`src/rtl/retire_unit_pkg.sv`:
```
// Shared types for the retirement stage: ROB commit packet, register-name
// typedefs and the retire FSM state encoding.
// Optional feature macro used by this slice: RETIRE_TRACE_EN.

`ifndef N
`define N 4
`endif
`ifndef PHYS_REG_SZ
`define PHYS_REG_SZ 64
`endif

package retire_unit_pkg;
  localparam int N_CT        = `N;
  localparam int PHYS_REG_SZ = `PHYS_REG_SZ;
  localparam int ARCH_REG_SZ = 32;
  localparam int PRN_W       = $clog2(PHYS_REG_SZ);
  localparam int ARN_W       = $clog2(ARCH_REG_SZ);

  typedef logic [PRN_W-1:0] PRN;
  typedef logic [ARN_W-1:0] ARN;

  // One ROB commit slot.
  typedef struct packed {
    logic [31:0] PC;
    logic        executed;
    logic        halt;
    logic        illegal;
    logic        is_store;
    ARN          dest_arn;
    PRN          dest_prn;
  } ROB_ENTRY;

  typedef struct packed {
    ROB_ENTRY [N_CT-1:0] entries;
  } ROB_CT_PACKET;

  typedef enum logic {
    RUN    = 1'b0,
    HALTED = 1'b1
  } RETIRE_STATE;
endpackage

```
`src/rtl/retire_map_update.sv`:
```
// Combinational map walk over one commit packet: applies the slots in order,
// reports the superseded PRNs, and stops at the first invalid or halting slot.

module retire_map_update
  import retire_unit_pkg::*;
#(
  parameter int N           = `N,
  parameter int ARCH_REG_SZ = 32,
  parameter int CW          = $clog2(N + 1)
) (
  input  PRN [ARCH_REG_SZ-1:0] i_map,
  input  ROB_CT_PACKET         i_pkt,
  output PRN [ARCH_REG_SZ-1:0] o_map,
  output logic [N-1:0]         o_free_valid,
  output PRN [N-1:0]           o_free_prn,
  output logic [CW-1:0]        o_retire_cnt,
  output logic [CW-1:0]        o_store_cnt,
  output logic                 o_halt_hit,
  output logic                 o_illegal_hit
);

  logic         w_stop;
  logic [N-1:0] w_unused_pc;

  // PC only matters to the optional trace path in the parent.
  for (genvar gi = 0; gi < N; gi++) begin : g_pc
    assign w_unused_pc[gi] = ^i_pkt.entries[gi].PC;
  end

  // Sequential slot walk; o_retire_cnt doubles as the stop index.
  always_comb begin
    o_map         = i_map;
    o_free_valid  = '0;
    o_free_prn    = '0;
    o_retire_cnt  = '0;
    o_store_cnt   = '0;
    o_halt_hit    = 1'b0;
    o_illegal_hit = 1'b0;
    w_stop        = 1'b0;
    for (int i = 0; i < N; i++) begin
      if (!w_stop) begin
        if (!i_pkt.entries[i].executed) begin
          w_stop = 1'b1;
        end else begin
          o_retire_cnt = o_retire_cnt + CW'(1);
          if (i_pkt.entries[i].is_store) o_store_cnt = o_store_cnt + CW'(1);
          // Register 0 is hardwired to PRN 0: never remapped, never freed.
          if (i_pkt.entries[i].dest_arn != '0) begin
            o_free_valid[i]                   = 1'b1;
            o_free_prn[i]                     = o_map[i_pkt.entries[i].dest_arn];
            o_map[i_pkt.entries[i].dest_arn]  = i_pkt.entries[i].dest_prn;
          end
          if (i_pkt.entries[i].halt || i_pkt.entries[i].illegal) begin
            w_stop        = 1'b1;
            o_halt_hit    = 1'b1;
            o_illegal_hit = i_pkt.entries[i].illegal;
          end
        end
      end
    end
  end

endmodule

```
`src/rtl/retire_unit.sv`:
```
// Retirement stage top: RUN/HALTED FSM, architectural map register, free-list
// and store-queue pulses, retired-instruction counter.
// Defining RETIRE_TRACE_EN adds per-slot trace outputs for the writeback log.

module retire_unit
  import retire_unit_pkg::*;
#(
  parameter int N           = `N,
  parameter int ARCH_REG_SZ = 32,
  parameter int PHYS_REG_SZ = `PHYS_REG_SZ,
  parameter int CW          = $clog2(N + 1),
  parameter int PRN_W       = $clog2(PHYS_REG_SZ)
) (
  input  logic                                 clock,
  input  logic                                 reset,
  input  ROB_CT_PACKET                         rob_ct_packet,
  input  logic                                 squash,
  output logic [N-1:0]                         free_valid,
  output logic [N-1:0][PRN_W-1:0]              free_prn,
  output logic [CW-1:0]                        sq_retire_cnt,
  output logic [ARCH_REG_SZ-1:0][PRN_W-1:0]    arch_map,
  output logic                                 recover_valid,
  output logic [63:0]                          retired_cnt,
  output logic                                 halted,
  output logic                                 illegal_seen
`ifdef RETIRE_TRACE_EN
  ,
  output logic [N-1:0]                         trace_valid,
  output logic [N-1:0][31:0]                   trace_pc,
  output logic [N-1:0][PRN_W-1:0]              trace_prn,
  output logic [N-1:0][ARN_W-1:0]              trace_arn
`endif
);

  RETIRE_STATE r_state, w_state_next;
  logic [ARCH_REG_SZ-1:0][PRN_W-1:0] r_map, w_map_next;
  logic [N-1:0]            r_free_valid, w_free_valid;
  logic [N-1:0][PRN_W-1:0] r_free_prn, w_free_prn;
  logic [CW-1:0]           r_sq_cnt, w_store_cnt, w_retire_cnt;
  logic                    r_recover, r_illegal;
  logic [63:0]             r_retired_cnt;
  logic                    w_halt_hit, w_illegal_hit, w_run;

  retire_map_update #(
    .N           (N),
    .ARCH_REG_SZ (ARCH_REG_SZ),
    .CW          (CW)
  ) u_map_update (
    .i_map         (r_map),
    .i_pkt         (rob_ct_packet),
    .o_map         (w_map_next),
    .o_free_valid  (w_free_valid),
    .o_free_prn    (w_free_prn),
    .o_retire_cnt  (w_retire_cnt),
    .o_store_cnt   (w_store_cnt),
    .o_halt_hit    (w_halt_hit),
    .o_illegal_hit (w_illegal_hit)
  );

  // FSM state register.
  always_ff @(posedge clock or posedge reset) begin
    if (reset) r_state <= RUN;
    else       r_state <= w_state_next;
  end

  // Next state: the first halting/illegal slot stops the core until reset.
  always_comb begin
    w_state_next = r_state;
    w_run        = (r_state == RUN);
    if (w_run && w_halt_hit) w_state_next = HALTED;
  end

  // Datapath registers: commit in RUN, freeze (pulses cleared) in HALTED.
  always_ff @(posedge clock or posedge reset) begin
    if (reset) begin
      for (int i = 0; i < ARCH_REG_SZ; i++) r_map[i] <= PRN_W'(i);
      r_free_valid  <= '0;
      r_free_prn    <= '0;
      r_sq_cnt      <= '0;
      r_recover     <= 1'b0;
      r_retired_cnt <= '0;
      r_illegal     <= 1'b0;
    end else if (w_run) begin
      r_map         <= w_map_next;
      r_free_valid  <= w_free_valid;
      r_free_prn    <= w_free_prn;
      r_sq_cnt      <= w_store_cnt;
      r_recover     <= squash;
      r_retired_cnt <= r_retired_cnt + 64'(w_retire_cnt);
      if (w_halt_hit) r_illegal <= w_illegal_hit;
    end else begin
      r_free_valid  <= '0;
      r_free_prn    <= '0;
      r_sq_cnt      <= '0;
      r_recover     <= 1'b0;
    end
  end

  assign free_valid    = r_free_valid;
  assign free_prn      = r_free_prn;
  assign sq_retire_cnt = r_sq_cnt;
  assign arch_map      = r_map;
  assign recover_valid = r_recover;
  assign retired_cnt   = r_retired_cnt;
  assign halted        = (r_state == HALTED);
  assign illegal_seen  = r_illegal;

`ifdef RETIRE_TRACE_EN
  for (genvar gi = 0; gi < N; gi++) begin : g_trace
    // Per-slot trace capture, same timing as the free pulses.
    always_ff @(posedge clock or posedge reset) begin
      if (reset) begin
        trace_valid[gi] <= 1'b0;
        trace_pc[gi]    <= '0;
        trace_prn[gi]   <= '0;
        trace_arn[gi]   <= '0;
      end else if (w_run && (CW'(gi) < w_retire_cnt)) begin
        trace_valid[gi] <= 1'b1;
        trace_pc[gi]    <= rob_ct_packet.entries[gi].PC;
        trace_prn[gi]   <= rob_ct_packet.entries[gi].dest_prn;
        trace_arn[gi]   <= rob_ct_packet.entries[gi].dest_arn;
      end else begin
        trace_valid[gi] <= 1'b0;
        trace_pc[gi]    <= '0;
        trace_prn[gi]   <= '0;
        trace_arn[gi]   <= '0;
      end
    end
  end
`endif

endmodule
```
`config.mk`:
```
export PLATFORM = sky130hd
export DESIGN_NAME = retire_unit
export DESIGN_NICKNAME = d
export VERILOG_FILES = /design/src/rtl/retire_unit_pkg.sv /design/src/rtl/retire_map_update.sv /design/src/rtl/retire_unit.sv
export SDC_FILE = /design/constraint.sdc
export NUM_CORES = 2
export LEC_CHECK = 0
export BUFFER_PORTS_ARGS = -buffer_cell sky130_fd_sc_hd__buf_4
export CAP_MARGIN = 30
export CORE_UTILIZATION = 35
export DETAILED_ROUTE_END_ITERATION = 10
export PLACE_DENSITY_LB_ADDON = 0.25
export SLEW_MARGIN = 15
export SYNTH_ARGS = -nofsm -noshare
export SYNTH_HDL_FRONTEND = slang
export SYNTH_SLANG_ARGS = --single-unit
export TNS_END_PERCENT = 100
```
`constraint.sdc`:
```
create_clock -name clock -period 10 [get_ports clock]
set_clock_uncertainty 0.2 [all_clocks]
set_input_delay 1 -clock clock [delete_from_list [all_inputs] [get_ports clock]]
set_output_delay 1 -clock clock [all_outputs]
set_load 0.01 [all_outputs]
```
# --- Yosys cells after proc, flatten, opt, wreduce, memory -nomap -nowiden ---
# Cells that the tools add are included.
word_totals:
  register_bits: 290
  output_inout_bits: 290
  word_cells: 176
op_classes:
  addsub: 7
  order_cmp: 8
  n_mux: 104
  n_bitwise: 1
  n_reduce_logical: 14
ops:
  columns: ["operator", "count"]
  rows:
  - ["$mux W192", 11]
  - ["$bwmux W192", 4]
  - ["$bmux W6 S5", 4]
  - ["$demux W6 S5", 4]
  - ["$mux W6", 19]
  - ["$add A64 B3 Y64", 1]
  - ["$mux W3", 17]
  - ["$mux W1", 43]
  - ["$lt A5 B6 Y1 const B", 4]
  - ["$mux W24", 1]
  - ["$ge A5 B1 Y1 const B", 4]
  - ["$reduce_bool A5 Y1", 4]
  - ["$add A3 B1 Y3 const B", 5]
  - ["$logic_and A1 B1 Y1", 5]
  - ["$logic_or A1 B1 Y1", 4]
  - ["$mux W4", 1]
  - ["$add A1 B1 Y2 const B", 1]
  - ["$reduce_and A2 Y1", 1]
  - ["$not A1 Y1", 1]

# --- Logic depth before layout (Yosys ltp) ---
logic_depth:
  depth_word: 21
  ltp_mapped: 21
  mapped_depth_nobuf: 17

# --- Cells and area by module ---
# From an unflattened synthesis, not the netlist that was laid out.
unflattened:
  cells_unflattened: 3505
  area_unflattened_um2: 28825.1
by_module_without_submodules:
  columns: ["mod", "n_inst", "cells_each", "area_each_um2", "seq_area_each_um2"]
  rows:
  - ["retire_map_update", 1, 2742, 17420.5, 0.0]
  - ["retire_unit", 1, 763, 11404.7, 7357.1]

# --- Worst setup path before layout ---
# No wires, ideal clock.
synth_path:
  path_kind: "input-to-reg"
  from: "input port rob_ct_packet[14] (netlist name)"
  to: "register r_retired_cnt[49] (netlist: retired_cnt[49])"
  setup_ns: 0.126
  t_arrival_ns: 5.068
  setup_slack_ns: 4.606
  path_stages: 20
  path_buffers: 4
  cell_sequence: "clkbuf_1 > clkbuf_1 > o31ai_1 > inv_1 > ha_1 > mux2_2 > ha_1 > nor2_1 > nor2_1 > ha_1 > a21o_1 > a21oi_1 > or2_2 > clkbuf_1 > or3_1 > nor4_1 > and2_1 > buf_2 > nand4_1 > xnor2_1"
synth_via:
  elab_chain_len: 11
synth_rtl:
  columns: ["element", "line_no", "text"]
  rows:
  - ["start: declaration", "retire_unit.sv:16", "input ROB_CT_PACKET rob_ct_packet,"]
  - ["$mux W1", "retire_map_update.sv:42", "if (!i_pkt.entries[i].executed) begin"]
  - ["$add A1 B1 Y2", "retire_map_update.sv:45", "o_retire_cnt = o_retire_cnt + CW'(1);"]
  - ["$mux W3", "retire_map_update.sv:42", null]
  - ["$mux W3", "retire_map_update.sv:41", "if (!w_stop) begin"]
  - ["$add A3 B1 Y3", "retire_map_update.sv:45", null]
  - ["$mux W3", "retire_map_update.sv:42", null]
  - ["$mux W3", "retire_map_update.sv:41", null]
  - ["$add A3 B1 Y3", "retire_map_update.sv:45", null]
  - ["$mux W3", "retire_map_update.sv:42", null]
  - ["$mux W3 (*)", "retire_map_update.sv:41", null]
  - ["$add A64 B3 Y64 (*)", "retire_unit.sv:89", "r_retired_cnt <= r_retired_cnt + 64'(w_retire_cnt);"]
  - ["end signal: assignment", "retire_unit.sv:89", null]
  - ["end: declaration", "retire_unit.sv:41", "logic [63:0] r_retired_cnt;"]
# Mark *: on every way between the ends. The rest lies on a longest branch, timed or not.
# A chain may end at the register's enable or synchronous reset.

# --- Final worst setup path ---
layout_path:
  from: "input port rob_ct_packet[54] (netlist name)"
  to: "register r_free_prn (netlist bit free_prn[19])"
layout_via:
  elab_chain_len: 18
layout_rtl:
  columns: ["element", "line_no", "text"]
  rows:
  - ["$lt A5 B6 Y1 (implied by the code) or $ge A5 B1 Y1 (tied branches)", "retire_map_update.sv:51", "o_map[i_pkt.entries[i].dest_arn] = i_pkt.entries[i].dest_prn;"]
  - ["$logic_and A1 B1 Y1 (implied by the code)", "retire_map_update.sv:51", null]
  - ["$mux W6 (implied by the code)", "retire_map_update.sv:51", null]
  - ["$demux W6 S5", null, null]
  - ["$bwmux W192", "retire_map_update.sv:51", null]
  - ["$mux W192 (*)", "retire_map_update.sv:48", "if (i_pkt.entries[i].dest_arn != '0) begin"]
  - ["$mux W192 (*)", "retire_map_update.sv:42", null]
  - ["$mux W192 (*)", "retire_map_update.sv:41", null]
  - ["[2 not listed]", null, null]
  - ["$mux W192", "retire_map_update.sv:42", null]
  - ["$mux W192 (*)", "retire_map_update.sv:41", null]
  - ["$bmux W6 S5 (*)", "retire_map_update.sv:50", "o_free_prn[i] = o_map[i_pkt.entries[i].dest_arn];"]
  - ["$mux W6 (implied by the code) (*)", "retire_map_update.sv:50", null]
  - ["$mux W6 (*)", "retire_map_update.sv:48", null]
  - ["$mux W6 (*)", "retire_map_update.sv:42", null]
  - ["$mux W6 (*)", "retire_map_update.sv:41", null]
  - ["$mux W24 (*)", "retire_unit.sv:83", "end else if (w_run) begin"]
  - ["end signal: assignment", "retire_unit.sv:86", "r_free_prn <= w_free_prn;"]
  - ["end: declaration", "retire_unit.sv:38", "logic [N-1:0][PRN_W-1:0] r_free_prn, w_free_prn;"]
# Mark *: on every way between the ends. The rest lies on a longest branch, timed or not. The select of a mux whose other input is x is not followed.

==> results_dict.tcl <==
set metrics [dict create \
    dpl_cell_area_um2 31530 \
    path_class "primary input to register" \
    track_usage 0.5158 \
    tns_ns 0 \
    start_kind "primary input" \
    layout-drive-gt1-share 0.2117 \
    drt_iter0_markers 6682 \
    clk_pin_slew_ns 0.05 \
    gp_congestion 1.183 \
    arrival_ns 6.52 \
    antenna_found_initial 35 \
    setup_violations 0 \
    intPower_w 0.002126 \
    fin_crit_sh 0.6299 \
    dp_hpwl_um 160600 \
    clock-root-buffer "clkbuf_16" \
    slew_headroom 0.2274 \
    crit_required_ns 10.22 \
    worstHoldEndpoint "retired_cnt[63]" \
    htreeDepth 2 \
    syn-num-nets 3878 \
    r2r_end "free_prn[19]" \
    p_leak_nw 13.64 \
    vdd_drop_max_uv 102.1 \
    cts_buffer_depth 3 \
    grt_pass1_vias 32200 \
    sw_frac_of_total 0.3406 \
    endpoint_kind "register" \
    synth-async-reset-ratio 1.000 \
    clkLatencyLatePin_ns 0.61 \
    post_drt_wl_per_cell_um 43.58 \
    hold_path_class "register to register" \
    syn_to_final_growth_pct 18.52 \
    die_w_um 283.9 \
    r2r_start "arch_map[133]" \
    drc 0 \
    post_cts_buffers 0 \
    powerDensity_nw_per_um2 97.83 \
    cts_tree "yes" \
    die_area_um2 80600 \
    vias 35910 \
    hp-start "retired_cnt[63]" \
    seqPwrFrac 0.365 \
    power_switching_w 0.001099 \
    postRouteAntennaNets 0 \
    ios 481 \
    cts_resized 0 \
    syn_area_per_cell_um2 7.564 \
    synth-seq-cells 290 \
    vias_per_cell 7.267 \
    synth_cells 3677 \
    yosys_most_used_dff "dfrtp_1" \
    cts_buffers 38 \
    overflow 0 \
    portBuffers 352 \
    drv_slew 0 \
    first_pass_iters 8 \
    grt_max_degree 163 \
    cap_viol_max_count 0 \
    cts_hold_buf 0 \
    wirelength_um 215300 \
    finalInstanceArea_um2 32960 \
    cts_num_sinks 290 \
    hold_depth 1 \
    rsz0062_at_grt "false" \
    grt_pass1_wl_um 285800 \
    syn_area_um2 27810 \
    synth_edf_count 0 \
    num_rows 103 \
    cp_max_fo 14 \
    synth.yosys.warnings 0 \
    min_period_ns 6.299 \
    max_freq_ghz 0.1587 \
    coreArea_um2 78740 \
    r2r_slack_ns 5.53 \
    start_util 0.3532 \
    r2r_cells 8 \
    die_h_um 283.9 \
    worstMarginPinSlew_ns 1.158 \
    yosysSeqAreaShare 0.2645 \
    comb_power_share 0.186 \
    hold_viol_final 0 \
    clkPwrFrac 0.449 \
    fin_nets 4045 \
    synthDistinctLibCells 95 \
    outcome "finished, final reports clean" \
]
-- Yosys cell counts, types with 18 or more instances --
master,instances,area (um^2)
a211o_1,19,166.4
a211oi_1,43,322.8
a21oi_1,227,1136
a22oi_1,33,247.7
a31oi_1,75,469.2
a32oi_1,25,219.0
and2_1,30,187.7
and3_1,28,175.2
buf_1,35,131.4
buf_2,18,90.09
clkbuf_1,306,1149
dfrtp_1,210,5255
dfstp_2,80,2102
inv_1,20,75.07
mux2_2,53,596.8
mux2i_1,213,2132
mux4_2,79,1779
nand2_1,494,1854
nand3_1,292,1461
nand4_1,56,350.3
nor2_1,329,1235
nor3_1,51,255.2
nor4_1,62,387.9
o211ai_1,51,382.9
o21ai_0,320,1602
o21ai_1,116,580.6
xnor2_1,52,455.4
-- power by group through the flow --
stage | Sequential (W) | Clock, W | Combinational, W
after floorplan | 0.00120 | 0 | 0.000259
after global placement | 0.00120 | 0 | 0.000544
after detailed placement | 0.00120 | 0 | 0.000543
after CTS | 0.00118 | 0.00146 | 0.000544
after global routing | 0.00118 | 0.00150 | 0.000578
final | 0.00118 | 0.00145 | 0.000600
-- critical path, stage by stage --
cell	delay [ns]
buf_4	0.29
nor2b_2	0.87
nand3_1	0.89
nand3_1	0.70
a31oi_1	0.28
a22oi_1	0.68
o221ai_1	0.51
or4_1	0.63
nor4_1	0.62
-- kinds of logic (layout without fill, tap and decap cells) --
kind of cell	count (synthesis)	after routing	synth area share
multiplexers	345	345	0.1621
adder cells (fa/ha/maj)	10	10	0.004769
AO/OA/AOI/OAI	1100	1100	0.2424
flip-flops	290	290	0.2645
AND/OR/NAND/NOR	1472	1472	0.2505
buffers and inverters	392	589	0.05425
XOR/XNOR	68	68	0.02141
other	0	17	0
-- per-layer routing --
metal  vias up  track usage  part of all wire
met2      3331       0.6954              0.39
met1     17630       0.6573              0.38
met5         -            0            0.0010
li1      14050            -                 -
met4        32       0.3369             0.082
met3       867       0.2305              0.15
-- layout make-up --
type | count | area (um^2)
inverter | 29 | 116.4
sequential | 290 | 7361
clock inverter | 11 | 167.7
antenna | 17 | 42.54
timing repair buffer | 490 | 3759
fill | 8205 | 45780
clock buffer | 59 | 1110
multi-input combinational | 2995 | 19090
tap | 1050 | 1314
-- flip-flops by register name (all words and copies together), names as in the netlist --
signal and flops:
arch_map 192, retired_cnt 64, free_prn 24, free_valid 4, sq_retire_cnt 3, halted 1, illegal_seen 1, recover_valid 1
-- layout by cell type (no fill, tap or decap), types with 48 or more instances in the layout --
master / synthesis / layout
nand4_1: 56 / 56
mux4_2: 79 / 79
nor4_1: 62 / 59
nor2_1: 329 / 323
a21oi_1: 227 / 227
o21ai_1: 116 / 117
buf_4: 4 / 473
mux2i_1: 213 / 213
dfrtp_1: 210 / 209
mux2_2: 53 / 53
nand2_1: 494 / 494
nand3_1: 292 / 292
o211ai_1: 51 / 51
a31oi_1: 75 / 75
nor3_1: 51 / 48
dfstp_2: 80 / 80
o21ai_0: 320 / 319
xnor2_1: 52 / 52
-- through the flow --
step	setup WS [ns]	total power [W]	instances	util	hold WS, ns
after floorplan	0.9267	0.001456	3677	-	0.2798
after global placement	3.498	0.001741	4831	0.3988	0.2752
after detailed placement	3.497	0.001740	4844	0.4004	0.2778
after CTS	4.099	0.003180	4914	0.4166	0.2845
after global routing	3.643	0.003253	4924	0.4181	0.3027
final	3.701	0.003225	4941	0.4186	0.2829
-- worst max-delay path by stage --
| stage | slack (ns) | endpoint | cells past startpoint | from |
|---|---|---|---|---|
| final | 3.70 | free_prn[19] | 9 | rob_ct_packet[54] |
| after global routing | 3.64 | retired_cnt[59] | 17 | rob_ct_packet[14] |
| after CTS | 4.10 | retired_cnt[57] | 17 | rob_ct_packet[14] |
| after detailed placement | 3.50 | retired_cnt[57] | 17 | rob_ct_packet[14] |
| after global placement | 3.50 | retired_cnt[49] | 17 | rob_ct_packet[14] |
| after floorplan | 0.93 | arch_map[0] | 1 | reset |
Note: power is estimated with default switching activity, not from simulation.
